--- src/rtl/mem_port_arbiter.sv ---
// Round-robin front end sharing one single-port memory among N_PORTS requesters.
// Optional build macro MEM_ARB_LOCK_EN adds a per-port lock input for atomic sequences.
module mem_port_arbiter #(
    parameter int unsigned N_PORTS      = 3,
    parameter int unsigned DATA_WIDTH   = 16,
    parameter int unsigned ADDR_WIDTH   = 16,
    parameter int unsigned READ_LATENCY = 1
) (
    input  logic                             clock,
    input  logic                             reset,
    input  logic [N_PORTS-1:0]               req,
    input  logic [N_PORTS-1:0]               we,
    input  logic [N_PORTS*ADDR_WIDTH-1:0]    addr,
    input  logic [N_PORTS*DATA_WIDTH-1:0]    wdata,
`ifdef MEM_ARB_LOCK_EN
    input  logic [N_PORTS-1:0]               lock,
`endif
    output logic [N_PORTS-1:0]               gnt,
    output logic [N_PORTS-1:0]               rvalid,
    output logic [DATA_WIDTH-1:0]            rdata,
    input  logic [DATA_WIDTH-1:0]            memory_read_data,
    output logic                             memory_write_enable,
    output logic [ADDR_WIDTH-1:0]            memory_address,
    output logic [DATA_WIDTH-1:0]            memory_write_data
);

    localparam int unsigned IDX_W = (N_PORTS > 1) ? $clog2(N_PORTS) : 1;

    logic [IDX_W-1:0]      ptr_q, ptr_d;
    logic [IDX_W-1:0]      sel_idx;
    logic [IDX_W-1:0]      cand;
    logic                  sel_any;
    logic                  hold_ptr;

    logic [ADDR_WIDTH-1:0] addr_arr  [N_PORTS];
    logic [DATA_WIDTH-1:0] wdata_arr [N_PORTS];

    logic                  issue_valid_q;
    logic [IDX_W-1:0]      issue_port_q;
    logic [READ_LATENCY-1:0] tag_valid_q;
    logic [IDX_W-1:0]      tag_port_q [READ_LATENCY];

`ifdef MEM_ARB_LOCK_EN
    logic                  lock_active_q, lock_active_d;
    logic [IDX_W-1:0]      lock_port_q, lock_port_d;
`endif

    always_comb begin
        for (int unsigned i = 0; i < N_PORTS; i++) begin
            addr_arr[i]  = addr[i*ADDR_WIDTH +: ADDR_WIDTH];
            wdata_arr[i] = wdata[i*DATA_WIDTH +: DATA_WIDTH];
        end
    end

    // Scan upward from the pointer, wrapping, and take the first requester.
    always_comb begin
        sel_any  = 1'b0;
        sel_idx  = '0;
        cand     = '0;
        hold_ptr = 1'b0;
        for (int unsigned k = 0; k < N_PORTS; k++) begin
            cand = IDX_W'((32'(ptr_q) + k) % N_PORTS);
            if (!sel_any && req[cand]) begin
                sel_any = 1'b1;
                sel_idx = cand;
            end
        end
`ifdef MEM_ARB_LOCK_EN
        // A held lock overrides round-robin and freezes the pointer.
        if (lock_active_q && req[lock_port_q] && lock[lock_port_q]) begin
            sel_any  = 1'b1;
            sel_idx  = lock_port_q;
            hold_ptr = 1'b1;
        end
        lock_active_d = sel_any && lock[sel_idx];
        lock_port_d   = sel_idx;
`endif
    end

    always_comb begin
        ptr_d = ptr_q;
        if (sel_any && !hold_ptr) begin
            ptr_d = (sel_idx == IDX_W'(N_PORTS - 1)) ? '0 : sel_idx + 1'b1;
        end
    end

    always_comb begin
        gnt = '0;
        if (sel_any && reset) begin
            gnt[sel_idx] = 1'b1;
        end
    end

    always_ff @(posedge clock or negedge reset) begin
        if (!reset) begin
            ptr_q               <= '0;
            memory_write_enable <= 1'b0;
            memory_address      <= '0;
            memory_write_data   <= '0;
            issue_valid_q       <= 1'b0;
            issue_port_q        <= '0;
        end else begin
            ptr_q               <= ptr_d;
            memory_write_enable <= sel_any && we[sel_idx];
            if (sel_any) begin
                memory_address    <= addr_arr[sel_idx];
                memory_write_data <= wdata_arr[sel_idx];
            end
            issue_valid_q <= sel_any && !we[sel_idx];
            issue_port_q  <= sel_idx;
        end
    end

`ifdef MEM_ARB_LOCK_EN
    always_ff @(posedge clock or negedge reset) begin
        if (!reset) begin
            lock_active_q <= 1'b0;
            lock_port_q   <= '0;
        end else begin
            lock_active_q <= lock_active_d;
            lock_port_q   <= lock_port_d;
        end
    end
`endif

    // Read tags trail the memory address so the return lines up with memory_read_data.
    always_ff @(posedge clock or negedge reset) begin
        if (!reset) begin
            tag_valid_q <= '0;
            for (int i = 0; i < int'(READ_LATENCY); i++) begin
                tag_port_q[i] <= '0;
            end
        end else begin
            tag_valid_q[0] <= issue_valid_q;
            tag_port_q[0]  <= issue_port_q;
            for (int i = 1; i < int'(READ_LATENCY); i++) begin
                tag_valid_q[i] <= tag_valid_q[i-1];
                tag_port_q[i]  <= tag_port_q[i-1];
            end
        end
    end

    always_ff @(posedge clock or negedge reset) begin
        if (!reset) begin
            rvalid <= '0;
            rdata  <= '0;
        end else begin
            rvalid <= '0;
            if (tag_valid_q[READ_LATENCY-1]) begin
                rvalid[tag_port_q[READ_LATENCY-1]] <= 1'b1;
                rdata                              <= memory_read_data;
            end
        end
    end

endmodule
--- config.mk ---
export PLATFORM = sky130hd
export DESIGN_NAME = mem_port_arbiter
export DESIGN_NICKNAME = d
export VERILOG_FILES = /design/src/rtl/mem_port_arbiter.sv
export SDC_FILE = /design/constraint.sdc
export NUM_CORES = 1
export LEC_CHECK = 0
export CAP_MARGIN = 20
export CELL_PAD_IN_SITES_DETAIL_PLACEMENT = 2
export CELL_PAD_IN_SITES_GLOBAL_PLACEMENT = 2
export CORE_ASPECT_RATIO = 1.25
export CORE_UTILIZATION = 21
export DETAILED_ROUTE_END_ITERATION = 6
export MAX_ROUTING_LAYER = met4
export PLACE_DENSITY_LB_ADDON = 0.05
export SETUP_SLACK_MARGIN = 0.15
export SLEW_MARGIN = 20
export SYNTH_ARGS = -nofsm -noshare
export SYNTH_HDL_FRONTEND = slang
export SYNTH_SLANG_ARGS = --single-unit
--- constraint.sdc ---
create_clock -name clock -period 3.7 [get_ports clock]
set_clock_uncertainty 0.1 [all_clocks]
set_input_delay 0.74 -clock clock [delete_from_list [all_inputs] [get_ports clock]]
set_output_delay 0.74 -clock clock [all_outputs]
set_load 0.02 [all_outputs]
==> key figures <==
Run status
  – Run status: complete, no violations

STA
  – Worst slew pin tran: 0.771 ns
  – Final period utilization: 0.921
  – Final Worst Setup Slack: 0.290 ns
  – Max Slew Vio Count: 0
  – Slew HR: 0.486
  – Unrepaired setup endpoints after global routing: false
  – Hold Slack: 0.249 ns
  – Endpoints failing setup: 0
  – Total negative slack: 0 ns
  – Max frequency: 293 MHz
  – Final Hold Viols: 0
  – Fin crit period: 3.41 ns

Critical path
  – Worst R2R Setup Slack: between 0.8 and 0.9 ns
  – Startpoint types: primary input
  – CP arrival: between 2 and 3 ns
  – Setup crit end kind: output port
  – Req. time, crit path: 2.86 ns
  – Worst reg2reg endpoint: memory_write_enable
  – Kind of critical path: in -> out
  – Slowest CP cell: clkdlybuf4s50_1
  – CP Cell Sequence: clkdlybuf4s50_1 > mux2i_2 > o21a_2 > nand2_4 > or3_4 > and2_4 > and3_2 > clkbuf_2
  – Reg2reg path depth: 10
  – Largest fanout on the critical path: 3
  – Worst flop-to-flop path startpoint: ptr_q[1]
  – Crit-path max cell delay: 0.46 ns

Placed design
  – Post-DP HPWL: 8460 µm
  – Area of placed instances: 4770 µm²
  – IO buf count: 174
  – Place WS: -0.0804 ns
  – Final GP Congestion: slightly above 0.8

Synth
  – Synth top area share: 0.507
  – Register bit total from synthesis: 60
  – Area leader, netlist: dfrtp_1
  – Synth Flop Type: dfrtp_1
  – Post-synth cell types: 36
  – Synth Area per Inst: 10.8 µm²
  – Ys async rst share: 1.00
  – Synthesized cell area: around 3000 µm²
  – Synth warn: 0
  – Sequential fraction of the synthesis area: 0.507
  – Most frequent cell after synthesis: nand2_1
  – Syn nets: around 400
  – Gate Count Post-Synth: 274
  – Most frequent cells after synthesis: 65 x nand2_1, 60 x dfrtp_1, 34 x o22ai_1
  – Leading post-synthesis cells by cell area: dfrtp_1 51%, nand2_1 8.2%, o22ai_1 7.2%
  – EDFF count, synth: 0

Global route
  – GRT overflow: 0
  – Vias in the first global route: 3199
  – First-pass GRT wire length: 17800 µm
  – Antenna violations before repair: 0
  – Largest net degree at the start of global routing: 47
  – Overall Global Routing Usage: 0.169

Floorplan
  – Full die area: 14600 µm²
  – I/O pins: 175
  – Starting density of the core: 0.214
  – Die height: around 130 µm
  – Core Area: around 14000 µm²
  – Die Span X: approximately 110 µm
  – Std-Cell Rows: 48

Route
  – Average wire per standard cell: 18.6 µm
  – Final ANT Viol Nets: 0
  – DRC viols: 0
  – Routed WL: 11800 µm
  – Starting DRT DRC Count: 86
  – Vias: roughly 2900
  – Vias/cell: 4.53
  – Router iterations before antenna repair: 4

Power
  – Peak supply drop: about 0.0013 V
  – Pwr dens: 1030 nW/µm²
  – Tot Pwr: roughly 5.2 mW
  – Leak: between 2 and 2.5 nW

Clock tree
  – Num CTS Buffers: 9
  – Clk slew on worst S/H paths: ~0.05 ns
  – Bufs on Longest Clock Path: 2
  – H-tree levels: 3
  – CTS Root Buffer Type: clkbuf_16
  – Clk_lat worst skew: about 0.32 ns
  – CTS tree: yes
  – Clk sinks: 60

Worst hold path
  – Worst hold start: issue_port_q[1]
  – Worst min path class: reg -> reg
  – WHS Path Cells: 0
  – Endpoint, Worst Hold: tag_port_q[1]

Cells and area
  – Layout area overhead: 70.8%
  – Final layout net count: 577
  – Fraction of layout cells with a size suffix above 1: 0.129
  – Filler cell count: about 1500
  – Antenna diodes: 0
  – Design Area, Final: a little over 5000 µm²

Job
  – # Max-Cap Violations: 0
==> worst max-delay path by stage <==
stage	from	end	slack (ns)	depth (start not counted)
after floorplan	ptr_q[1]	gnt[0]	0.63	11
after global placement	req[0]	gnt[0]	-0.05	8
after detailed placement	req[0]	gnt[0]	-0.08	8
after CTS	req[0]	gnt[0]	0.14	8
after global routing	req[1]	gnt[1]	0.19	8
final	req[0]	gnt[0]	0.29	8
==> flip-flops by register name, summed over array words and instances (netlist names) <==
register and flops:
memory_address 16, memory_write_data 16, rdata 16, rvalid 3, issue_port_q 2, ptr_q 2
tag_port_q 2, issue_valid_q 1, memory_write_enable 1, tag_valid_q 1
==> worst max-delay path: cells and delay by family <==
kind,cells,cell delay (ns)
AO/OA/AOI/OAI,1,0.21
buffers and inverters,2,0.61
AND/OR/NAND/NOR,4,0.79
multiplexers,1,0.21
==> layout make-up <==
type                            count  area [µm²]  area share
Multi-Input combinational cell    188        1190       0.235
Clock inverter                      2        35.0     0.00692
Tap cell                          175         219      0.0433
Inverter                            4        15.0     0.00297
Clock buffer                       13         250      0.0495
Sequential cell                    60        1500       0.297
Timing Repair Buffer              190        1850       0.365
==> cell families (layout without fill, tap and decap cells) <==
logic type                 after synthesis  count (layout)  synth area share
and+or+nand+nor                         86              86             0.135
AOI/OAI and AO/OA                       77              77             0.167
buffers and inverters                   26             209            0.0959
adders and majority gates                4               4            0.0169
DFF                                     60              60             0.507
muxes                                   21              21            0.0785
==> cells in the final DEF, fill, tap and decap left out, drive strengths merged, types with 2 or more instances in the layout <==
cell           synthesis  layout
dlygate4sd2            0       2
dfrtp                 60      60
mux2                  18      18
o21a                   2       2
clkdlybuf4s50          0     170
inv                    4       4
nor3b                  2       2
clkbuf                13      14
nand2                 66      66
o21ai                  3       3
and2                   2       2
a31oi                 32      32
and3                   2       2
nand3b                 3       3
o22ai                 35      35
nor2b                  3       3
buf                    8      17
nor2                   2       2
mux2i                  3       3
and3b                  3       3
ha                     4       4
==> through the flow <==
step / std cells / utilization
2_1_floorplan: 274 / -
3_3_place_gp: 616 / 0.345
3_5_place_dp: 616 / 0.345
4_1_cts: 631 / 0.366
5_1_grt: 632 / 0.366
6_report: 632 / 0.366
==> metal layers <==
metal,global-route usage,part of all wire,up-vias
met3,0.0265,0.050,10
met4,0.0502,0.0095,0
met5,-,0,-
li1,-,-,1351
met1,0.196,0.41,1407
met2,0.298,0.53,93
==> repair_timing <==
action | 4_1_cts | 5_1_grt
resized for setup | 4 | 3
setup endpoints to repair | 3 | 2
hold buffers | 0 | 0
pin swaps | 0 | 1
buffers inserted | 0 | 1
==> where the power goes <==
part	switching [mW]	leakage (nW)	internal, mW
clock network	0.280	0.140	0.535
logic	1.77	1.23	1.41
registers	0.199	0.709	1.02
Note: power is estimated with default switching activity, not from simulation.
